$ cat config.mk
export PLATFORM = sky130hd
export DESIGN_NAME = ula_bist
export DESIGN_NICKNAME = d
export VERILOG_FILES = /design/src/rtl/ula_bist.sv
export SDC_FILE = /design/constraint.sdc
export NUM_CORES = 1
export LEC_CHECK = 0
export ABC_CLOCK_PERIOD_IN_PS = 4200
export BUFFER_PORTS_ARGS = -buffer_cell sky130_fd_sc_hd__buf_2
export CAP_MARGIN = 20
export CORE_MARGIN = 5
export CORE_UTILIZATION = 25
export CTS_CLUSTER_SIZE = 10
export DETAILED_ROUTE_END_ITERATION = 16
export HOLD_SLACK_MARGIN = 0.06
export SYNTH_ARGS = -nofsm -noshare
export SYNTH_HDL_FRONTEND = slang
export SYNTH_SLANG_ARGS = --single-unit
$ cat constraint.sdc
create_clock -name clk -period 4.2 [get_ports clk]
set_input_delay 0.21 -clock clk [delete_from_list [all_inputs] [get_ports clk]]
set_output_delay 0.21 -clock clk [all_outputs]
set_load 0.02 [all_outputs]
$ cat src/rtl/ula_bist.sv
// rtl/ula_bist.sv - built-in self-test engine for the 32-bit ULA
`timescale 1ns/1ps
module ula_bist #(
  parameter int unsigned NUM_VEC = 64,
  parameter logic [31:0] SEED    = 32'd1234,
  parameter bit          CHECK_V = 1'b1,
  parameter int unsigned ERR_W   = 16
) (
  input  logic             clk,
  input  logic             rst_n,
  input  logic             start,
  output logic [31:0]      ula_A,
  output logic [31:0]      ula_B,
  output logic [2:0]       ula_func,
  input  logic [31:0]      ula_R,
  input  logic             ula_pinV,
  output logic             busy,
  output logic             done,
  output logic             pass,
  output logic [ERR_W-1:0] err_count,
  output logic [15:0]      first_fail_idx,
  output logic [2:0]       first_fail_func
);

  localparam logic [31:0] LFSR_MASK = 32'h80200003;
  localparam logic [31:0] SEED_EFF  = (SEED == 32'd0) ? 32'd1 : SEED;
  localparam logic [15:0] LAST_IDX  = 16'(NUM_VEC - 1);

  typedef enum logic [1:0] {IDLE, APPLY, CHECK, DONE} state_t;

  state_t      state;
  logic [15:0] idx;
  logic [31:0] lfsr;

  logic [31:0]      sum, diff, exp_r;
  logic             exp_v, mismatch;
  logic [ERR_W-1:0] err_next;
  logic [15:0]      nidx;
  logic [31:0]      nxt_a, nxt_b, lfsr_next;
  logic [2:0]       nxt_f;
  logic             load_rand;

  // Golden model evaluated on the registered operands the ULA is currently seeing
  always_comb begin
    sum   = ula_A + ula_B;
    diff  = ula_A - ula_B;
    exp_v = 1'b0;
    case (ula_func)
      3'b000: begin
        exp_r = sum;
        exp_v = (ula_A[31] == ula_B[31]) && (sum[31] != ula_A[31]);
      end
      3'b001: begin
        exp_r = diff;
        exp_v = (ula_A[31] != ula_B[31]) && (diff[31] != ula_A[31]);
      end
      3'b010:  exp_r = ula_A & ula_B;
      3'b011:  exp_r = ula_A | ula_B;
      3'b100:  exp_r = ~(ula_A ^ ula_B);
      3'b101:  exp_r = ~ula_A;
      3'b110:  exp_r = ula_A;
      default: exp_r = ~ula_B;
    endcase
    mismatch = (ula_R != exp_r) ||
               (CHECK_V && (ula_func[2:1] == 2'b00) && (ula_pinV != exp_v));
    err_next = (mismatch && (err_count != '1)) ? err_count + 1'b1 : err_count;
  end

  // Next vector: three more directed ones, then LFSR-derived operands
  always_comb begin
    nidx      = idx + 16'd1;
    lfsr_next = {1'b0, lfsr[31:1]} ^ (lfsr[0] ? LFSR_MASK : 32'd0);
    load_rand = (nidx >= 16'd4);
    case (nidx)
      16'd1: begin nxt_a = 32'hFFFFFFFF; nxt_b = 32'hFFFFFFFF; nxt_f = 3'b000; end
      16'd2: begin nxt_a = 32'h0;        nxt_b = 32'h0;        nxt_f = 3'b001; end
      16'd3: begin nxt_a = 32'hFFFFFFFF; nxt_b = 32'hFFFFFFFF; nxt_f = 3'b001; end
      default: begin
        nxt_a = lfsr;
        nxt_b = {lfsr[15:0], lfsr[31:16]} ^ 32'h5A5A5A5A;
        nxt_f = nidx[2:0];
      end
    endcase
  end

  always_ff @(posedge clk or negedge rst_n) begin
    if (!rst_n) begin
      state           <= IDLE;
      idx             <= '0;
      lfsr            <= '0;
      ula_A           <= '0;
      ula_B           <= '0;
      ula_func        <= '0;
      busy            <= 1'b0;
      done            <= 1'b0;
      pass            <= 1'b0;
      err_count       <= '0;
      first_fail_idx  <= '0;
      first_fail_func <= '0;
    end else begin
      case (state)
        IDLE, DONE: begin
          if (start) begin
            state           <= APPLY;
            idx             <= '0;
            lfsr            <= SEED_EFF;
            ula_A           <= '0;
            ula_B           <= '0;
            ula_func        <= 3'b000;
            busy            <= 1'b1;
            done            <= 1'b0;
            pass            <= 1'b0;
            err_count       <= '0;
            first_fail_idx  <= '0;
            first_fail_func <= '0;
          end
        end
        APPLY: state <= CHECK;
        CHECK: begin
          err_count <= err_next;
          if (mismatch && (err_count == '0)) begin
            first_fail_idx  <= idx;
            first_fail_func <= ula_func;
          end
          if (idx == LAST_IDX) begin
            state <= DONE;
            busy  <= 1'b0;
            done  <= 1'b1;
            pass  <= (err_next == '0);
          end else begin
            state    <= APPLY;
            idx      <= nidx;
            ula_A    <= nxt_a;
            ula_B    <= nxt_b;
            ula_func <= nxt_f;
            if (load_rand) lfsr <= lfsr_next;
          end
        end
        default: state <= IDLE;
      endcase
    end
  end

endmodule

==> metrics.txt <==
clock buffer depth=2; RD Place Congestion=1.01; CTS Buf Count=17; most common cell after layout, fill and taps aside=buf_4; routed via count=17.0k; RSZ-0062 raised after global routing=true; Startpoint Class=flip-flop; wirelength, routed=75000 um; Starting Density=0.252; Syn-to-layout area delta=46.8%; CTS clk-pin slew, worst paths=80 ps; Power Dens Cells=152 mW/mm2; skew final=17.9 ps; fin. max-slew vios=0; CTS tree=built; Mapped Cells=1851; CP Capture Type=flip-flop; syn_nets=1977; Final WS setup=-247 ps; Nets=2470; setup tns final=-7110 ps; Placed Instance Area=0.0183 mm2; largest net degree at the start of global routing=61; initial antenna violation count=1; slowest cell delay on critical path=450 ps; fraction of registers with async set/reset=1.00; cell count after placement=3000; share of cells above drive strength 1=0.357; worst slew pin tran=1020 ps; CTS root buf=clkbuf_16; largest fanout on the critical path=9; status=finished, violations left; EDFF count, synth=0; most frequent cells in the layout=445 x buf_4, 264 x nand2_1, 140 x buf_2; antenna viol nets, final=0; Worst EP arrival=4820 ps; Ys Warns=0; Die H=245 um; Core Region=0.0549 mm2; Leak Pwr=9.10 nW; Die ar.=0.0600 mm2; failing checks=negative setup slack; area of the multi-input gates=0.0103 mm2; Final Hold Viols=0; Rows=86; crit path from=ula_A[16]; H-Tree Depth=4; Slowest cell on crit path=or4_4; Max Freq=225 MHz; die width=245 um; Overflow after GRT=0; drt drc=0; crit path cell chain=buf_4 -> ha_4 -> o21ba_2 -> or4_4 -> a21oi_2 -> buf_6 -> buf_4 -> a211oi_2 -> a211oi_2 -> buf_4 -> a211oi_1 -> buf_4 -> a221o_1 -> o2111ai_1 -> o311ai_1 -> and4b_4 -> nand2_8 -> nand4_4 -> a21oi_4 -> clkbuf_16 -> mux2i_1; DP Worst Slack=-719 ps; slew margin rel.=0.323; cell mode on critical path=buf_4; WHS=308 ps; utilization after layout=0.369; HP Class=in -> async; Inserted Diodes=0; Setup CP Type=reg -> reg; post-synthesis sequential area ratio=0.252; drt wl/cell=24.5 um; initial drt markers=1532; Cell Area, Synth=0.0138 mm2; Tot GR Track Use=0.240; Syn Area/Cell=7.46 um2; # IOs=141; Reg area=0.00349 mm2; Final Non-Filler Cells=3061; ys flop type=dfrtp_1; port bufs=140; # Max-Cap Violations=0; vias in the first global route=16.5k; FF-to-FF setup slack=-250 ps; CTS Sinks=139; clock latency on the worst-skew pair=460 ps; PnR Total Power=3.08 mW; Fillers=5822; first-pass GRT wire length=109000 um; via-per-instance ratio=5.56; Cell variety after synth=95; final instance area=0.0203 mm2; #FFs+latches synth=139; Tmin final=4450 ps; WP data required=4570 ps; Pre-antenna DRT Iters=8; Peak VDD IR=0.000206 V; DP HPWL=59100 um; RR Startpoint=ula_A[16]; Tcrit/Tclk final=1.06; Final setup viols=36
[cells in the mapped netlist (all sizes together) (7+ instances only)]
master | n | area share
o211ai | 13 | 0.0071
nand3 | 72 | 0.026
a211o | 9 | 0.0057
or4 | 9 | 0.0052
a2111oi | 12 | 0.0095
buf | 60 | 0.027
o31ai | 28 | 0.016
and3 | 28 | 0.013
xor2 | 10 | 0.0063
a21o | 19 | 0.010
nor4 | 29 | 0.014
inv | 109 | 0.030
a211oi | 28 | 0.016
a221oi | 11 | 0.0070
o21a | 16 | 0.0087
clkbuf | 88 | 0.024
o31a | 8 | 0.0052
o22ai | 17 | 0.0077
a22oi | 16 | 0.0087
a31oi | 30 | 0.014
a22o | 22 | 0.014
or3 | 20 | 0.0091
nand2b | 21 | 0.0095
a21oi | 133 | 0.049
nand2 | 268 | 0.073
a221o | 7 | 0.0051
nor3 | 39 | 0.014
mux2i | 41 | 0.030
a21boi | 7 | 0.0038
o21ai | 159 | 0.058
dfrtp | 139 | 0.25
nor3b | 8 | 0.0047
o2111ai | 12 | 0.0076
ha | 88 | 0.080
xnor2 | 17 | 0.011
nand4 | 31 | 0.014
nor2b | 29 | 0.013
o21bai | 11 | 0.0060
nor2 | 98 | 0.027
[power by group]
group	internal [mW]	switching (mW)	total, mW
registers	1.34	0.0000000724	1.34
clock network	0.911	0.715	1.63
logic	0.0372	0.0795	0.117
[registers in the layout, indices dropped and copies added, names as in the netlist]
signal,cells
busy,1
done,1
err_count,16
first_fail_func,3
first_fail_idx,16
idx,16
lfsr,32
pass,1
state,2
ula_A,31
ula_B,17
ula_func,3
[final cells by class]
type                    count  area share
repair buffers            621       0.226
clock inverters            12     0.00753
flip-flops and latches    139       0.172
multi-input cells        1455       0.509
well taps                 704      0.0434
inverters                 110      0.0204
clock buffers              20      0.0220
[routing by layer]
metal | wire length (um) | part of all wire | global-route usage | vias up
met3 | 5820 | 0.078 | 0.0444 | 204
met2 | 32700 | 0.44 | 0.371 | 847
met1 | 31800 | 0.42 | 0.321 | 8236
met4 | 4720 | 0.063 | 0.120 | 2
met5 | 11 | 0.00015 | 0 | -
li1 | - | - | - | 7722
[path summary, 6_finish.rpt]
kind                            cells after the start           endpoint
worst max-delay path                               21  first_fail_idx[1]
worst min-delay path                                2       err_count[4]
worst max register to register                     21  first_fail_idx[1]
worst min register to register                      2           lfsr[29]
max in group asynchronous                           3          ula_A[14]
min in group clk                                    2           lfsr[29]
[cell families (layout without fill, tap and decap cells)]
logic type | after synthesis | after routing | synth area share
AND/OR/NAND/NOR | 680 | 681 | 0.239
AO/OA/AOI/OAI | 613 | 613 | 0.296
buffers and inverters | 258 | 763 | 0.0807
flip-flops | 139 | 139 | 0.252
adder cells (fa/ha/maj) | 90 | 90 | 0.0826
multiplexers | 44 | 44 | 0.0330
XOR/XNOR | 27 | 27 | 0.0171
[critical path: cells and delay by family, from the launching register on]
kind                       cells  cell delay, ps
and+or+nand+nor                4             910
DFF                            1             410
AOI/OAI and AO/OA              9            1710
adders and majority gates      1             150
muxes                          1             180
buffers and inverters          6             970
[repair_timing]
item                                    CTS  global route
endpoints found under the setup margin   36            36
pin swaps                                52            15
hold buffers                              2             0
buffers inserted                         19             6
endpoints found under the hold margin    59             0
cloned                                    2             3
gates resized for setup                 186            52
(Power assumes the default switching activity.)
